==> src/rtl/kb_pkg.sv <==
`default_nettype none
// +--------------------------------------------------------------------+
// | kb_pkg : shared types and constants for the PS/2 keyboard receiver |
// | Rev 1.0                                                            |
// +--------------------------------------------------------------------+
package kb_pkg;

  typedef enum logic [1:0] {
    IDLE   = 2'd0,
    DATA   = 2'd1,
    PARITY = 2'd2,
    STOP   = 2'd3
  } kb_state_e;

  localparam logic [7:0] KB_PREFIX_EXT = 8'hE0;
  localparam logic [7:0] KB_PREFIX_BRK = 8'hF0;
  localparam int         KB_EVT_W      = 10;

endpackage
`default_nettype wire

==> src/rtl/kb_event_fifo.sv <==
`default_nettype none
// +--------------------------------------------------------------------+
// | kb_event_fifo : first-word-fall-through event FIFO, sticky overflow |
// | Rev 1.0                                                            |
// +--------------------------------------------------------------------+
module kb_event_fifo #(
  parameter int WIDTH = 10,
  parameter int DEPTH = 8
) (
  input  logic                           i_clk,
  input  logic                           i_rst_n,
  input  logic                           i_push,
  input  logic [WIDTH-1:0]               i_wdata,
  input  logic                           i_pop,
  input  logic                           i_clr_ovf,
  output logic [WIDTH-1:0]               o_rdata,
  output logic                           o_empty,
  output logic                           o_full,
  output logic [$clog2(DEPTH+1)-1:0]     o_count,
  output logic                           o_overflow
);

  localparam int AW = $clog2(DEPTH);
  localparam int CW = $clog2(DEPTH+1);

  logic [WIDTH-1:0] r_mem [DEPTH];
  logic [AW-1:0]    r_wr_ptr;
  logic [AW-1:0]    r_rd_ptr;
  logic [CW-1:0]    r_count;
  logic             r_overflow;

  logic w_empty;
  logic w_full;
  logic w_pop;
  logic w_push;

  assign w_empty = (r_count == '0);
  assign w_full  = (r_count == CW'(DEPTH));
  assign w_pop   = i_pop && !w_empty;
  // A pop frees a slot on the same edge, so a push into a full FIFO still lands.
  assign w_push  = i_push && (!w_full || w_pop);

  always_ff @(posedge i_clk or negedge i_rst_n) begin
    if (!i_rst_n) begin
      for (int i = 0; i < DEPTH; i++) r_mem[i] <= '0;
      r_wr_ptr   <= '0;
      r_rd_ptr   <= '0;
      r_count    <= '0;
      r_overflow <= 1'b0;
    end else begin
      if (w_push) begin
        r_mem[r_wr_ptr] <= i_wdata;
        r_wr_ptr        <= r_wr_ptr + AW'(1);
      end
      if (w_pop) r_rd_ptr <= r_rd_ptr + AW'(1);
      case ({w_push, w_pop})
        2'b10:   r_count <= r_count + CW'(1);
        2'b01:   r_count <= r_count - CW'(1);
        default: r_count <= r_count;
      endcase
      if (i_push && w_full && !w_pop) r_overflow <= 1'b1;
      else if (i_clr_ovf)             r_overflow <= 1'b0;
    end
  end

  assign o_rdata    = r_mem[r_rd_ptr];
  assign o_empty    = w_empty;
  assign o_full     = w_full;
  assign o_count    = r_count;
  assign o_overflow = r_overflow;

endmodule
`default_nettype wire

==> src/rtl/ps2_kb_rx_fifo.sv <==
`default_nettype none
// +--------------------------------------------------------------------+
// | ps2_kb_rx_fifo : PS/2 keyboard receiver with prefix folding + FIFO  |
// | Rev 2.0                                                            |
// +--------------------------------------------------------------------+
module ps2_kb_rx_fifo
  import kb_pkg::*;
#(
  parameter int FIFO_DEPTH     = 8,
  parameter int FILTER_LEN     = 4,
  parameter int TIMEOUT_CYCLES = 50000
) (
  input  logic                              i_clk,
  input  logic                              i_rst_n,
  input  logic                              i_data,
  input  logic                              i_sclk,
  input  logic                              i_rd_en,
  input  logic                              i_clr_ovf,
  output logic                              o_done,
  output logic [7:0]                        o_frame_data,
  output logic [KB_EVT_W-1:0]               o_rd_data,
  output logic                              o_empty,
  output logic                              o_full,
  output logic [$clog2(FIFO_DEPTH+1)-1:0]   o_count,
  output logic                              o_frame_err,
  output logic                              o_overflow
);

  localparam int FLT_W = $clog2(FILTER_LEN+1);
  localparam int TMO_W = $clog2(TIMEOUT_CYCLES+1);

  logic             r_sclk_s1, r_sclk_s2;
  logic             r_data_s1, r_data_s2;
  logic             r_sclk_f, r_sclk_f_q;
  logic [FLT_W-1:0] r_flt_cnt;
  logic             w_fall;

  kb_state_e        r_state;
  logic [2:0]       r_bitcnt;
  logic [7:0]       r_shreg;
  logic             r_parity;
  logic [TMO_W-1:0] r_tmo_cnt;
  logic             r_done;
  logic             r_frame_err;
  logic [7:0]       r_frame_data;

  logic                r_ext, r_brk;
  logic                w_push;
  logic [KB_EVT_W-1:0] w_evt;

  // Idle PS/2 lines are high, so the conditioning flops reset high.
  always_ff @(posedge i_clk or negedge i_rst_n) begin
    if (!i_rst_n) begin
      r_sclk_s1  <= 1'b1;
      r_sclk_s2  <= 1'b1;
      r_data_s1  <= 1'b1;
      r_data_s2  <= 1'b1;
      r_sclk_f   <= 1'b1;
      r_sclk_f_q <= 1'b1;
      r_flt_cnt  <= '0;
    end else begin
      r_sclk_s1  <= i_sclk;
      r_sclk_s2  <= r_sclk_s1;
      r_data_s1  <= i_data;
      r_data_s2  <= r_data_s1;
      r_sclk_f_q <= r_sclk_f;
      if (r_sclk_s2 != r_sclk_f) begin
        if (r_flt_cnt == FLT_W'(FILTER_LEN-1)) begin
          r_sclk_f  <= r_sclk_s2;
          r_flt_cnt <= '0;
        end else begin
          r_flt_cnt <= r_flt_cnt + FLT_W'(1);
        end
      end else begin
        r_flt_cnt <= '0;
      end
    end
  end

  assign w_fall = r_sclk_f_q && !r_sclk_f;

  always_ff @(posedge i_clk or negedge i_rst_n) begin
    if (!i_rst_n) begin
      r_state      <= IDLE;
      r_bitcnt     <= '0;
      r_shreg      <= '0;
      r_parity     <= 1'b0;
      r_tmo_cnt    <= '0;
      r_done       <= 1'b0;
      r_frame_err  <= 1'b0;
      r_frame_data <= '0;
    end else begin
      r_done      <= 1'b0;
      r_frame_err <= 1'b0;
      if (r_state == IDLE) begin
        r_tmo_cnt <= '0;
        if (w_fall && !r_data_s2) begin
          r_state  <= DATA;
          r_bitcnt <= '0;
        end
      end else if (w_fall) begin
        r_tmo_cnt <= '0;
        case (r_state)
          DATA: begin
            r_shreg  <= {r_data_s2, r_shreg[7:1]};
            r_bitcnt <= r_bitcnt + 3'd1;
            if (r_bitcnt == 3'd7) r_state <= PARITY;
          end
          PARITY: begin
            r_parity <= r_data_s2;
            r_state  <= STOP;
          end
          default: begin
            r_state <= IDLE;
            if (r_data_s2 && (^{r_shreg, r_parity})) begin
              r_done       <= 1'b1;
              r_frame_data <= r_shreg;
            end else begin
              r_frame_err  <= 1'b1;
            end
          end
        endcase
      end else if (r_tmo_cnt == TMO_W'(TIMEOUT_CYCLES-1)) begin
        r_state     <= IDLE;
        r_frame_err <= 1'b1;
        r_tmo_cnt   <= '0;
      end else begin
        r_tmo_cnt <= r_tmo_cnt + TMO_W'(1);
      end
    end
  end

  // Prefix bytes only arm flags; the next ordinary byte carries and clears them.
  always_ff @(posedge i_clk or negedge i_rst_n) begin
    if (!i_rst_n) begin
      r_ext <= 1'b0;
      r_brk <= 1'b0;
    end else if (r_frame_err) begin
      r_ext <= 1'b0;
      r_brk <= 1'b0;
    end else if (r_done) begin
      if (r_frame_data == KB_PREFIX_EXT) begin
        r_ext <= 1'b1;
      end else if (r_frame_data == KB_PREFIX_BRK) begin
        r_brk <= 1'b1;
      end else begin
        r_ext <= 1'b0;
        r_brk <= 1'b0;
      end
    end
  end

  assign w_push = r_done && (r_frame_data != KB_PREFIX_EXT) && (r_frame_data != KB_PREFIX_BRK);
  assign w_evt  = {r_brk, r_ext, r_frame_data};

  kb_event_fifo #(
    .WIDTH (KB_EVT_W),
    .DEPTH (FIFO_DEPTH)
  ) u_fifo (
    .i_clk      (i_clk),
    .i_rst_n    (i_rst_n),
    .i_push     (w_push),
    .i_wdata    (w_evt),
    .i_pop      (i_rd_en),
    .i_clr_ovf  (i_clr_ovf),
    .o_rdata    (o_rd_data),
    .o_empty    (o_empty),
    .o_full     (o_full),
    .o_count    (o_count),
    .o_overflow (o_overflow)
  );

  assign o_done       = r_done;
  assign o_frame_err  = r_frame_err;
  assign o_frame_data = r_frame_data;

endmodule
`default_nettype wire

==> config.mk <==
export PLATFORM = sky130hd
export DESIGN_NAME = ps2_kb_rx_fifo
export DESIGN_NICKNAME = d
export VERILOG_FILES = /design/src/rtl/kb_pkg.sv /design/src/rtl/kb_event_fifo.sv /design/src/rtl/ps2_kb_rx_fifo.sv
export SDC_FILE = /design/constraint.sdc
export NUM_CORES = 1
export LEC_CHECK = 0
export CORE_MARGIN = 2
export CORE_UTILIZATION = 52
export DETAILED_ROUTE_END_ITERATION = 16
export GPL_ROUTABILITY_DRIVEN = 0
export PLACE_DENSITY = 0.73
export SETUP_SLACK_MARGIN = 0.15
export SLEW_MARGIN = 20
export SYNTH_ARGS = -nofsm -noshare
export SYNTH_HDL_FRONTEND = slang
export SYNTH_SLANG_ARGS = --single-unit
==> constraint.sdc <==
create_clock -name i_clk -period 2.4 [get_ports i_clk]
set_input_delay 0.48 -clock i_clk [delete_from_list [all_inputs] [get_ports i_clk]]
set_output_delay 0.48 -clock i_clk [all_outputs]
set_load 0.03 [all_outputs]
After elaboration in Yosys (flattened, before gate mapping) --
Index checks and enable logic that the tools add are counted.
Word-level totals: register bits after elaboration 142, input bits 6, output and inout bits 27, logic and storage cells 135
Cells by class: add/subtract/negate cells 7, order comparisons 3, equality and inequality tests 17, multiplexer cells 41, bitwise logic cells 4, reduce and logical (&&, ||, !) cells 34
Operators with widths (count):
- 80-bit bitwise mux | 1
- 16-bit 2-to-1 mux | 3
- 10-bit binary-select mux with 3-bit select | 1
- 10-bit demux with 3-bit select | 1
- 10-bit 2-to-1 mux | 3
- 1-bit 2-to-1 mux | 19
- 3-bit 2-to-1 mux | 6
- 16-bit by 1-bit adder with 16-bit output, second input constant | 1
- 16-bit equality test, second input constant | 1
- 8-bit equality test, second input constant | 2
- 8-bit != test, second input constant | 2
- 3-bit by 1-bit adder with 3-bit output, second input constant | 4
- 3-bit AND reduction | 4
- 1-bit logical AND | 10
- 2-bit 2-to-1 mux | 5
- 2-bit nonzero test | 5
- 9-bit XOR reduction | 1
- 4-bit greater-or-equal comparator, second input constant | 2
- 3-bit inverter with 4-bit output | 2
- 4-bit one-hot mux with 2 select lines | 1
- 2-bit AND reduction | 3
- 1-bit zero test | 5
- 4-bit by 1-bit adder with 4-bit output, second input constant | 1
- 2-bit by 1-bit equality test with 1-bit output, second input constant | 2
- 19 further kinds | 21

Depth between registers and ports, before layout --
word-level depth 7, gate-level depth with buffers 10, mapped depth without buffers 10

Hierarchy --
A second synthesis with hierarchy kept.
Second synthesis, totals: cell total of the unflattened synthesis 459, area, all modules 6636.4 µm²
By module, submodules not included:
- kb_event_fifo | times used 1, cells each 262, area each 4284.1 µm², sequential area each 2277.2 µm²
- ps2_kb_rx_fifo | times used 1, cells each 197, area each 2352.3 µm², sequential area each 1283.7 µm²

Least setup slack after synthesis --
OpenSTA, ideal clock, no wires.
kind register to register, from register u_fifo.r_count[1], in the netlist u_fifo.o_count[1], to register u_fifo.r_count[2], in the netlist u_fifo.o_count[2], setup time 0.136 ns, arrival 3.004 ns, data required time 2.264 ns, setup slack -0.741 ns, cell stages (with the launch flop) 11, buffers on the path 0, period minus slack after synthesis 3.141 ns, cell sequence dfrtp_1 > nor4_1 > nand2b_1 > inv_1 > ha_1 > xor2_1 > ha_1 > a21oi_1 > xnor2_1 > nand2_1 > xnor2_1
Between the ends: word-level cells in the longest chain between the ends 7, elaborated cells between the ends (all ways) 13, classes of those cells add/sub (2); eq/ne (3); mux (1); reduce/logical (7)
RTL lines:
- start, declared | line kb_event_fifo.sv:29 | logic [CW-1:0] r_count;
- start signal, assigned | line kb_event_fifo.sv:57 | 2'b10: r_count <= r_count + CW'(1);
- start signal, assigned | line kb_event_fifo.sv:58 | 2'b01: r_count <= r_count - CW'(1);
- start signal, assigned | line kb_event_fifo.sv:59 | default: r_count <= r_count;
- 4-bit zero test * | line kb_event_fifo.sv:37 | assign w_empty = (r_count == '0);
- net o_empty | line ps2_kb_rx_fifo.sv:22 | output logic o_empty,
- 1-bit zero test * | line kb_event_fifo.sv:39 | assign w_pop = i_pop && !w_empty;
- 1-bit logical AND * | line kb_event_fifo.sv:39
- net u_fifo.w_pop | line kb_event_fifo.sv:34 | logic w_pop;
- 1-bit logical OR | line kb_event_fifo.sv:41 | assign w_push = i_push && (!w_full || w_pop);
- 1-bit logical AND | line kb_event_fifo.sv:41
- 2-bit by 1-bit equality test with 1-bit output or 2-bit equality test (tied branches) | line kb_event_fifo.sv:56 | case ({w_push, w_pop})
- 4-bit one-hot mux with 2 select lines or 2-bit nonzero test (tied branches)
Mark *: on every way through the listed nets, which the timed path passes. The rest lies on a longest branch. A chain may end at the register's enable or synchronous reset.

Worst setup path in the final report --
from register u_fifo.r_rd_ptr[0], to output port o_rd_data[0]
Between the ends: word-level cells in the longest chain between the ends 4
RTL lines:
- start, declared | line kb_event_fifo.sv:28 | logic [AW-1:0] r_rd_ptr;
- start signal, assigned | line kb_event_fifo.sv:55 | if (w_pop) r_rd_ptr <= r_rd_ptr + AW'(1);
- 3-bit inverter with 4-bit output (implied by the code) | line kb_event_fifo.sv:66 | assign o_rdata = r_mem[r_rd_ptr];
- 10-bit binary-select mux with 3-bit select | line kb_event_fifo.sv:66
- 10-bit 2-to-1 mux (implied by the code) (2 in a row) | line kb_event_fifo.sv:66
- end, declared | line ps2_kb_rx_fifo.sv:21 | output logic [KB_EVT_W-1:0] o_rd_data,
Every way passes these cells. The select of a mux whose other input is x is not followed.

==> impl_metrics.json <==
{
  "outcome": "complete, but fails checks",
  "violations": "setup timing",
  "critical_path_class": "reg -> out",
  "critPathCaptureType": "primary output",
  "power.switching_uw": 2460,
  "place_inst": 685,
  "antenna_cells_inserted": 0,
  "first_global_vias": 4328,
  "synth_area_per_cell_um2": 14.2,
  "cts_buffers": 17,
  "nNetsFinal": 563,
  "setup_ws_ps": -135,
  "cts.sinks": 142,
  "via_count": 3999,
  "post_drt_wl_per_cell_um": 19.2,
  "grt_max_degree": 53,
  "wirelength_um": 14000,
  "synth_flop_cell": "dfrtp_1",
  "min_path_type": "reg -> reg",
  "clockRootBuffer": "clkbuf_16",
  "p_clk_share_pct": 34.9,
  "fin_hold_ws_ps": 355,
  "min_period_ps": 2530,
  "power_frac_comb_pct": 29.2,
  "fill_cells": 875,
  "clk_pin_slew_worst_paths_ps": 60,
  "core_area_um2": 12600,
  "tightest_slew_ps": 481,
  "syn-num-nets": 489,
  "maxCapViolations": 0,
  "crit_fanout": 6,
  "mostFrequentLayoutCells": "131 x dfrtp_1, 66 x mux2_2, 46 x mux2_4, 26 x buf_4, 24 x nor2_1",
  "yosys_warnings": 0,
  "cp.arrival_ps": 2050,
  "die_w_um": 117,
  "drt_iter0_markers": 240,
  "synthCells": 469,
  "finalPower_uw": 8070,
  "cts_tree": "done",
  "cp_data_required_time_ps": 1920,
  "synthArstFlopShare_pct": 100,
  "fp.dieArea_um2": 13700,
  "netlist_area_um2": 6640,
  "grt_first_pass_wirelength_um": 22700,
  "max_slew_margin_pct": 67.9,
  "dp_hpwl_um": 8520,
  "cts_htree_levels": 4,
  "port_buffers": 32,
  "rows": 41,
  "grtUsageTotal_pct": 22.4,
  "detail_route.first_pass.iterations": 4,
  "synth_seq_cells": 142,
  "rsz0062_at_grt": "yes",
  "antenna_found_initial": 0,
  "clockBufferDepth": 2,
  "yosysSeqAreaShare_pct": 53.6,
  "floorplan.initialDensity_pct": 52.9,
  "irDropWorstVdd_mv": 0.584,
  "switching_share_pct": 30.5,
  "final_max_slew_viol_count": 0,
  "synth-edff-count": 0,
  "power_frac_seq_pct": 35.9,
  "ant_nets": 0,
  "finalHoldViolCount": 0,
  "ios": 33,
  "synth.distinct_cells": 51,
  "worst_setup_path_start_kind": "flip-flop",
  "fin_skew_ps": 9.18,
  "avgViaCountPerCell": 5.49,
  "die_h_um": 117,
  "overflow": 0,
  "p_int_uw": 5610,
  "drive_above_1_share_pct": 45.5,
  "fin_crit_sh_pct": 106,
  "drc": 0,
  "setup_viol": 8,
  "final_cells": 728,
  "syn2layout_area_growth_pct": 27.1,
  "power_density_nw_per_um2": 956,
  "final_common_cell": "dfrtp_1",
  "p_leak_uw": 0.00399,
  "fmax_ghz": 0.394,
  "clock_latency_ps": 420
}
synthesized netlist by cell type (3+ instances only):
library cell  instances  share of area, %
dfrtp_1             136                51
mux2_2               92                16
nor2_1               25               1.4
nand2_1              22               1.2
mux2_4               20               4.5
mux4_2               20               6.8
xnor2_1              18               2.4
ha_1                 14               2.6
inv_1                13              0.73
nand3_1              10              0.75
xor2_1                9               1.2
clkbuf_1              7              0.40
dfstp_2               6               2.4
a21oi_1               5              0.38
buf_2                 5              0.38
clkbuf_2              5              0.38
nor2b_1               5              0.47
nor3_1                5              0.38
o21ai_0               5              0.38
nand2b_1              4              0.38
buf_4                 3              0.34
buf_6                 3              0.51
flip-flops by register name, indices dropped and copies added (netlist names), 2 cells and up:
register / count
u_fifo.r_mem: 80
r_tmo_cnt: 16
o_frame_data: 8
r_shreg: 8
u_fifo.o_count: 4
r_bitcnt: 3
r_flt_cnt: 3
u_fifo.r_rd_ptr: 3
u_fifo.r_wr_ptr: 3
r_state: 2
power groups by stage:
stage / clock network, uW / logic [uW] / registers [uW]
final: 2810 / 2360 / 2900
after global routing: 2970 / 2580 / 2940
after CTS: 2860 / 2300 / 2890
after detailed placement: 0 / 2100 / 2920
after global placement: 0 / 2050 / 2900
after floorplan: 0 / 1290 / 3000
worst paths after layout:
check,from,end,slack [ps],cells past startpoint
worst max register to register,u_fifo.o_count[0]$_DFFE_PN0P_,u_fifo.o_count[2]$_DFFE_PN0P_,70,10
worst min register to register,r_data_s1$_DFF_PN1_,r_data_s2$_DFF_PN1_,350,0
worst max-delay path,u_fifo.r_rd_ptr[0]$_DFFE_PN0P_,o_rd_data[0],-130,5
max in group asynchronous,i_rst_n,u_fifo.r_rd_ptr[0]$_DFFE_PN0P_,1100,3
min in group asynchronous,i_rst_n,u_fifo.r_mem[26]$_DFFE_PN0P_,580,2
worst min-delay path,r_data_s1$_DFF_PN1_,r_data_s2$_DFF_PN1_,350,0
per-layer routing:
layer,global-route usage [%],vias to the layer above,part of all wire (%)
li1,-,1822,-
met1,29.3,2090,43
met2,37.0,71,51
met3,5.72,16,3.9
met4,7.14,0,1.4
met5,0,-,0
critical path: stages (launching register included):
cell and delay, ps:
dfrtp_2 420, buf_6 140, buf_16 120, mux4_2 500, mux2_4 310, buf_6 140
repair_timing:
item | CTS | global route
hold buffers | 1 | 0
buffers inserted | 6 | 1
resized for setup | 86 | 29
cloned | 1 | 2
endpoints found under the setup margin | 36 | 51
pin swaps | 4 | 4
endpoints found under the hold margin | 2 | 0
kinds of logic (layout without fill, tap and decap cells):
logic type               count (synthesis)  after routing  share of synthesized area (%)
XOR/XNOR                                29             29                           4.24
AND/OR/NAND/NOR                         95             96                           7.53
buffers and inverters                   36            122                           2.73
multiplexers                           134            134                           27.2
flip-flops                             142            142                           53.6
AO/OA/AOI/OAI                           19             19                           2.05
adder cells (fa/ha/maj)                 14             14                           2.64
through the flow:
step / instance area (um^2) / setup slack (ps) / utilization (%) / TNS (ps)
global placement: 7510 / -61.5 / 59.7 / -667
floorplan: 6740 / -57.2 / - / -108
finish: 8440 / -135 / 67.2 / -578
global route: 8440 / -181 / 67.2 / -1120
CTS: 8290 / -151 / 66.0 / -729
detailed placement: 7510 / -83.0 / 59.7 / -831
layout make-up:
| cell class | count | area, um^2 | area share [%] |
|---|---|---|---|
| Clock buffer | 17 | 425 | 5.04 |
| Clock inverter | 15 | 209 | 2.48 |
| Inverter | 13 | 51.3 | 0.608 |
| Multi-Input combinational cell | 292 | 3130 | 37.1 |
| Sequential cell | 142 | 3570 | 42.3 |
| Tap cell | 172 | 215 | 2.55 |
| Timing Repair Buffer | 77 | 841 | 9.96 |
Power figures use the tool's default switching activity.
